==> config.mk <==
export PLATFORM = sky130hd
export DESIGN_NAME = fd_addr_seq_flat
export DESIGN_NICKNAME = d
export VERILOG_FILES = /design/src/rtl/fd_pkg.sv /design/src/rtl/fd_addr_seq_if.sv /design/src/rtl/fd_offset_rom.sv /design/src/rtl/fd_addr_seq.sv /design/src/flat_wrapper.sv
export SDC_FILE = /design/constraint.sdc
export NUM_CORES = 1
export LEC_CHECK = 0
export BUFFER_PORTS_ARGS = -buffer_cell sky130_fd_sc_hd__buf_2
export CAP_MARGIN = 20
export CORE_MARGIN = 5
export CORE_UTILIZATION = 56
export CTS_BUF_LIST = sky130_fd_sc_hd__clkbuf_2
export CTS_CLUSTER_DIAMETER = 40
export DETAILED_ROUTE_END_ITERATION = 10
export MAX_ROUTING_LAYER = met4
export PLACE_DENSITY_LB_ADDON = 0.12
export SYNTH_ARGS = -nofsm -noshare
export SYNTH_HDL_FRONTEND = slang
export SYNTH_SLANG_ARGS = --single-unit
==> constraint.sdc <==
create_clock -name clk -period 3.6 [get_ports clk]
set_input_delay 0.72 -clock clk [delete_from_list [all_inputs] [get_ports clk]]
set_output_delay 0.72 -clock clk [all_outputs]
set_load 0.02 [all_outputs]
==> src/rtl/fd_pkg.sv <==
// fd_pkg: shared types and constants for the FAST9 address sequencer.
// Build option FD_ARC_WRAP_EN extends the circle walk with indexes 17..24,
// which repeat points 1..8, so a streaming comparator sees every 9-point arc
// that crosses from point 16 back to point 1 without storing the circle.
package fd_pkg;

  typedef enum logic [1:0] {
    IDLE  = 2'd0,
    CALC  = 2'd1,
    ISSUE = 2'd2,
    DONE  = 2'd3
  } state_t;

  localparam int RADIUS = 3;

`ifdef FD_ARC_WRAP_EN
  localparam logic [4:0] LAST_IDX = 5'd24;
`else
  localparam logic [4:0] LAST_IDX = 5'd16;
`endif

  // Signed linear offset from the centre pixel for point idx of the
  // radius-3 Bresenham circle, walked clockwise starting straight above.
  function automatic int circleOffset(input logic [4:0] idx, input int columns);
    int c;
    int r;
    int off;
    logic [4:0] k;
    c   = columns;
    r   = RADIUS;
    k   = (idx > 5'd16) ? 5'(idx - 5'd16) : idx;
    off = 0;
    case (k)
      5'd1:    off = -r * c;
      5'd2:    off = -r * c + 1;
      5'd3:    off = -(r - 1) * c + (r - 1);
      5'd4:    off = -c + r;
      5'd5:    off = r;
      5'd6:    off = c + r;
      5'd7:    off = (r - 1) * c + (r - 1);
      5'd8:    off = r * c + 1;
      5'd9:    off = r * c;
      5'd10:   off = r * c - 1;
      5'd11:   off = (r - 1) * c - (r - 1);
      5'd12:   off = c - r;
      5'd13:   off = -r;
      5'd14:   off = -c - r;
      5'd15:   off = -(r - 1) * c - (r - 1);
      5'd16:   off = -r * c - 1;
      default: off = 0;
    endcase
    return off;
  endfunction

endpackage

==> src/rtl/fd_addr_seq_if.sv <==
// fd_addr_seq_if: candidate request, SRAM read-address handshake and
// completion status of the FAST9 address sequencer. The scan controller /
// arbiter side uses the master modport, the sequencer the slave modport.
interface fd_addr_seq_if #(
  parameter int ROW_W  = 8,
  parameter int COL_W  = 8,
  parameter int ADDR_W = 15
) ();

  logic              start;
  logic [ROW_W-1:0]  ref_row;
  logic [COL_W-1:0]  ref_col;
  logic              abort;
  logic              busy;
  logic              addr_valid;
  logic              addr_ready;
  logic [ADDR_W-1:0] sram_addr;
  logic [4:0]        adj_idx;
  logic              done;
  logic              oob;

  modport master (
    output start, ref_row, ref_col, abort, addr_ready,
    input  busy, addr_valid, sram_addr, adj_idx, done, oob
  );

  modport slave (
    input  start, ref_row, ref_col, abort, addr_ready,
    output busy, addr_valid, sram_addr, adj_idx, done, oob
  );

endinterface

==> src/rtl/fd_offset_rom.sv <==
// fd_offset_rom: combinational point index -> circle offset lookup, returned
// as OFF_W-bit two's complement so it can be added modulo 2**OFF_W.
module fd_offset_rom
  import fd_pkg::*;
#(
  parameter int COLUMNS = 180,
  parameter int OFF_W   = 15
) (
  input  logic [4:0]       idx,
  output logic [OFF_W-1:0] offset
);

  // Table lookup folded to constants per index at synthesis.
  always_comb begin
    offset = OFF_W'(circleOffset(idx, COLUMNS));
  end

endmodule

==> src/rtl/fd_addr_seq.sv <==
// fd_addr_seq: FAST9 address sequencer. Takes one candidate (row, col),
// rejects it when the radius-3 circle would leave the image, otherwise
// issues the centre address followed by the 16 circle-point addresses
// over a valid/ready handshake.
// Build option FD_ARC_WRAP_EN: continue with indexes 17..24 (points 1..8).
//
// state | meaning
// IDLE  | waiting for start
// CALC  | base address and border flag computed from captured row/col
// ISSUE | presenting sram_addr/adj_idx, advancing on each handshake
// DONE  | one-cycle done pulse, oob flags a rejected candidate
module fd_addr_seq
  import fd_pkg::*;
#(
  parameter int COLUMNS = 180,
  parameter int ROWS    = 120,
  parameter int ADDR_W  = 15,
  parameter int ROW_W   = 8,
  parameter int COL_W   = 8
) (
  input logic           clk,
  input logic           rst_n,
  fd_addr_seq_if.slave  bus
);

  if (COLUMNS * ROWS > 2 ** ADDR_W) begin : gSizeCheck
    $error("fd_addr_seq: COLUMNS*ROWS does not fit in ADDR_W address bits");
  end

  state_t            state;
  state_t            stateNext;
  logic [ROW_W-1:0]  rowReg;
  logic [COL_W-1:0]  colReg;
  logic [ADDR_W-1:0] baseReg;
  logic [ADDR_W-1:0] baseCalc;
  logic [ADDR_W-1:0] sramAddr;
  logic [ADDR_W-1:0] offset;
  logic [4:0]        adjIdx;
  logic [4:0]        romIdx;
  logic              oobFlag;
  logic              borderHit;
  logic              handshake;

  assign baseCalc  = ADDR_W'(int'(rowReg) * COLUMNS + int'(colReg));
  assign borderHit = (int'(rowReg) < RADIUS) || (int'(rowReg) > ROWS - 1 - RADIUS) ||
                     (int'(colReg) < RADIUS) || (int'(colReg) > COLUMNS - 1 - RADIUS);
  assign handshake = (state == ISSUE) && bus.addr_ready;
  // The ROM always looks one point ahead so sram_addr can be registered.
  assign romIdx    = 5'(adjIdx + 5'd1);

  fd_offset_rom #(
    .COLUMNS (COLUMNS),
    .OFF_W   (ADDR_W)
  ) uOffsetRom (
    .idx    (romIdx),
    .offset (offset)
  );

  // State register.
  always_ff @(posedge clk or negedge rst_n) begin
    if (!rst_n) state <= IDLE;
    else        state <= stateNext;
  end

  // Next-state decode and state-derived outputs; abort overrides everything.
  always_comb begin
    stateNext      = state;
    bus.busy       = (state != IDLE);
    bus.addr_valid = (state == ISSUE);
    bus.done       = (state == DONE);
    bus.oob        = (state == DONE) && oobFlag;
    case (state)
      IDLE:    if (bus.start) stateNext = CALC;
      CALC:    stateNext = borderHit ? DONE : ISSUE;
      ISSUE:   if (handshake && (adjIdx == LAST_IDX)) stateNext = DONE;
      DONE:    stateNext = IDLE;
      default: stateNext = IDLE;
    endcase
    if (bus.abort && (state != IDLE)) stateNext = IDLE;
  end

  // Candidate capture, base/border evaluation and address/index advance.
  always_ff @(posedge clk or negedge rst_n) begin
    if (!rst_n) begin
      rowReg   <= '0;
      colReg   <= '0;
      baseReg  <= '0;
      oobFlag  <= 1'b0;
      adjIdx   <= '0;
      sramAddr <= '0;
    end else begin
      if ((state == IDLE) && bus.start) begin
        rowReg <= bus.ref_row;
        colReg <= bus.ref_col;
      end
      if (state == CALC) begin
        baseReg  <= baseCalc;
        oobFlag  <= borderHit;
        adjIdx   <= '0;
        sramAddr <= baseCalc;
      end else if (handshake && !bus.abort && (adjIdx != LAST_IDX)) begin
        adjIdx   <= romIdx;
        sramAddr <= ADDR_W'(baseReg + offset);
      end
    end
  end

  assign bus.sram_addr = sramAddr;
  assign bus.adj_idx   = adjIdx;

endmodule

==> src/flat_wrapper.sv <==
// flat-port wrapper written by rule: the top's interface ports become plain ports
module fd_addr_seq_flat import fd_pkg::*;
#(
  parameter int COLUMNS = 180,
  parameter int ROWS    = 120,
  parameter int ADDR_W  = 15,
  parameter int ROW_W   = 8,
  parameter int COL_W   = 8
)
  (clk, rst_n, bus_start, bus_ref_row, bus_ref_col, bus_abort, bus_addr_ready, bus_busy, bus_addr_valid, bus_sram_addr, bus_adj_idx, bus_done, bus_oob);
  fd_addr_seq_if #(.ROW_W(ROW_W), .COL_W(COL_W), .ADDR_W(ADDR_W)) bus_i ();
  input logic clk;
  input logic rst_n;
  input wire logic [$bits(bus_i.start)-1:0] bus_start;
  input wire logic [$bits(bus_i.ref_row)-1:0] bus_ref_row;
  input wire logic [$bits(bus_i.ref_col)-1:0] bus_ref_col;
  input wire logic [$bits(bus_i.abort)-1:0] bus_abort;
  input wire logic [$bits(bus_i.addr_ready)-1:0] bus_addr_ready;
  output wire logic [$bits(bus_i.busy)-1:0] bus_busy;
  output wire logic [$bits(bus_i.addr_valid)-1:0] bus_addr_valid;
  output wire logic [$bits(bus_i.sram_addr)-1:0] bus_sram_addr;
  output wire logic [$bits(bus_i.adj_idx)-1:0] bus_adj_idx;
  output wire logic [$bits(bus_i.done)-1:0] bus_done;
  output wire logic [$bits(bus_i.oob)-1:0] bus_oob;
  assign bus_i.start = bus_start;
  assign bus_i.ref_row = bus_ref_row;
  assign bus_i.ref_col = bus_ref_col;
  assign bus_i.abort = bus_abort;
  assign bus_i.addr_ready = bus_addr_ready;
  assign bus_busy = bus_i.busy;
  assign bus_addr_valid = bus_i.addr_valid;
  assign bus_sram_addr = bus_i.sram_addr;
  assign bus_adj_idx = bus_i.adj_idx;
  assign bus_done = bus_i.done;
  assign bus_oob = bus_i.oob;
  fd_addr_seq #(.COLUMNS(COLUMNS), .ROWS(ROWS), .ADDR_W(ADDR_W), .ROW_W(ROW_W), .COL_W(COL_W)) u_core (.clk(clk), .rst_n(rst_n), .bus(bus_i));
endmodule
==> run_results.csv <==
group,metric,value,unit
global_route,grt_max_degree,34,
clocking,cts_hold_buf,0,
detailed_routing,drc,0,
synth,synth_commonest_cells,"ha_1, dfrtp_1, inv_1, nand2_1, a21oi_1",
place,portBuffers,44,
critical_path,critPathBufInv,5,
sta,fin_ws,-0.1123,ns
clocking,cts_sinks,54,
sta,period_minus_slack,3.712,ns
synth,ys_seq_area_frac,0.2848,
cells_and_area,area_growth_syn_to_layout,25.08,%
detailed_routing,routed_wl,12390,um
sta,finalHoldViolCount,0,
sta,worstMarginPinSlew,0.6441,ns
synth,synthCells,542,
sta,min_period_over_period,1.031,
synth,yosysTopAreaCellShare,0.2848,
synth,syn_avg_cell_area,8.754,um^2
synth,yosysMostFrequentCell,"ha_1",
cells_and_area,finalNonFillerCells,749,
global_route,grt_pass1_wl,19900,um
floorplanning,rows,33,
sta,rsz0062_at_grt,"yes",
floorplanning,die_w,102.0,um
global_route,grt_use_total,0.2455,
floorplanning,core,8217,um^2
detailed_routing,vias,4332,
status,failed_checks,"setup timing",
floorplanning,io_pins,45,
status,status,"complete, but fails checks",
sta,skew,0.007766,ns
cells_and_area,drive_above_1_share,0.3106,
synth,ys_seq_elements,54,
cells_and_area,stdcell_area,5934,um^2
critical_path,cp.arrival,4.08,ns
synth,synthTopCellsByArea,"dfrtp_1, ha_1, fa_1",
clocking,clockBufferDepth,2,
sta,relSlewSlack,0.5706,
cells_and_area,fillers,633,
synth,ys.flop_type,"dfrtp_1",
global_route,antenna_found_initial,0,
global_route,first_global_vias,4279,
clocking,cts_buffers,5,
sta,fmax,269.4,MHz
critical_path,cp.depth,16,
synth,synthesis.nets,630,
detailed_routing,via_per_inst,5.784,
critical_path,startpoint_type,"flop",
critical_path,critPathKind,"reg2reg",
place,dp.cells,736,
critical_path,required,3.97,ns
critical_path,crit_path_max_incr_delay,0.52,ns
clocking,cts_max_level,2,
synth,ys_types,67,
cells_and_area,nets,731,
clocking,clkSlewWorstSetupHoldPaths,0.27,ns
global_route,overflow,0,
sta,slew_violations,0,
cells_and_area,finalCoreUtilization,0.7222,
synth,synth_top_area_cell,"dfrtp_1",
critical_path,cp_cell_sequence,"ha_4 -> inv_1 -> fa_1 -> fa_1 -> inv_2 -> ha_4 -> buf_4 -> o21ai_4 -> nor2_2 -> nand3b_1 -> buf_6 -> buf_4 -> nor3b_2 -> nand3_1 -> xnor2_2 -> a22oi_1",
critical_path,worstRegToRegCells,16,
synth,yosys_warnings,0,
synth,async_flop_share,1.000,
place,dpl.hpwl,9600,um
clocking,clk_latency,0.44,ns
detailed_routing,ant_nets,0,
clocking,cts_root_buf,"clkbuf_2",
place,placed_cell_area,5543,um^2
detailed_routing,firstDrtPassIters,5,
job,maxCapViolCount,0,
critical_path,worstPathMaxFanout,4,
sta,setup_viol,7,
synth,syn_area,4745,um^2
clocking,cts_tree,"built",
critical_path,crit_path_end_kind,"flop",
floorplanning,initial_core_util,0.5774,
floorplanning,dieArea,10410,um^2
place,gp_congestion,0.9020,
cells_and_area,diodes,0,
critical_path,critPathTopFamily,"adder cells",
detailed_routing,drt-initial-drc-count,194,
hold_path,hp-class,"in2async",
synth,synth-edff-count,0,
floorplanning,die_h,102.0,um
critical_path,cpMaxStageDelayCell,"fa_1",
detailed_routing,drt-wirelength-per-cell,16.55,um
## cell type report
| class | count | area (um^2) | area share |
|---|---|---|---|
| multi-input combinational | 417 | 3446 | 0.5806 |
| clock buffer | 5 | 25.02 | 0.004217 |
| sequential | 54 | 1355 | 0.2283 |
| timing repair buffer | 113 | 765.7 | 0.1290 |
| clock inverter | 3 | 16.27 | 0.002741 |
| tap | 105 | 131.4 | 0.02214 |
| inverter | 52 | 195.2 | 0.03289 |
## logic make-up after synthesis
logic type                 after synthesis  share of synthesized area
buffers and inverters                   71                    0.05986
and+or+nand+nor                        145                     0.1472
xor gates and xnor gates                27                    0.04984
DFF                                     54                     0.2848
muxes                                   20                    0.04668
adders and majority gates               67                     0.1957
AOI/OAI and AO/OA                      158                     0.2160
## cells in the final DEF, fill, tap and decap left out, drive strengths merged, types with 17 or more instances in the layout
cell / netlist / layout
nor2: 35 / 35
xnor2: 18 / 18
mux2: 17 / 17
a21oi: 41 / 41
buf: 7 / 113
o21ai: 41 / 41
nand2: 50 / 50
ha: 55 / 55
inv: 51 / 51
dfrtp: 54 / 54
## routing by layer
metal	global-route usage	vias to the layer above	part of all wire
met5	-	-	0
met4	0.05651	0	0.018
met3	0.02184	17	0.033
met2	0.4413	98	0.54
met1	0.2986	2093	0.41
li1	-	2124	-
## worst register-to-register path, delay by kind of cell (launching register included)
family	cells	cell delay [ns]
xor gates and xnor gates	1	0.24
DFF	1	0.51
adders and majority gates	4	1.47
and+or+nand+nor	4	0.61
buffers and inverters	5	0.53
AOI/OAI and AO/OA	2	0.27
## final timing paths
check,from,end,slack [ns]
max in group asynchronous,rst_n,u_core.bus.adj_idx[0],2.91
max,u_core.rowReg[3],u_core.bus.sram_addr[13],-0.11
min in group clk,bus_ref_col[6],u_core.colReg[6],0.48
min reg2reg,u_core.baseReg[9],u_core.baseReg[9],0.55
max reg2reg,u_core.rowReg[3],u_core.bus.sram_addr[13],-0.11
min,rst_n,u_core.rowReg[3],0.07
## registers in the layout (all words and copies together), names as in the netlist
| signal | count |
|---|---|
| u_core.state | 2 |
| u_core.rowReg | 8 |
| u_core.bus.adj_idx | 5 |
| u_core.baseReg | 15 |
| u_core.oobFlag | 1 |
| u_core.bus.sram_addr | 15 |
| u_core.colReg | 8 |
## timing repair
action | in CTS | in global routing
endpoints found under the setup margin | 9 | 13
resized for setup | 16 | 46
setup buffers | 3 | 2
pin swaps | 7 | 26
## stage by stage
stage,worst slack [ns],hold slack [ns],setup TNS (ns)
2_1_floorplan,0.01323,0.4244,0
3_3_place_gp,-0.0003895,0.4780,-0.0003895
3_5_place_dp,-0.1075,0.5022,-0.5268
4_1_cts,-0.08178,0.06571,-0.2881
5_1_grt,-0.2542,0.03761,-1.536
6_report,-0.1123,0.07442,-0.4753
Power is left out: the tool's default activity adds up to more than one toggle a clock period on the data nets, which glitch-free logic cannot reach.
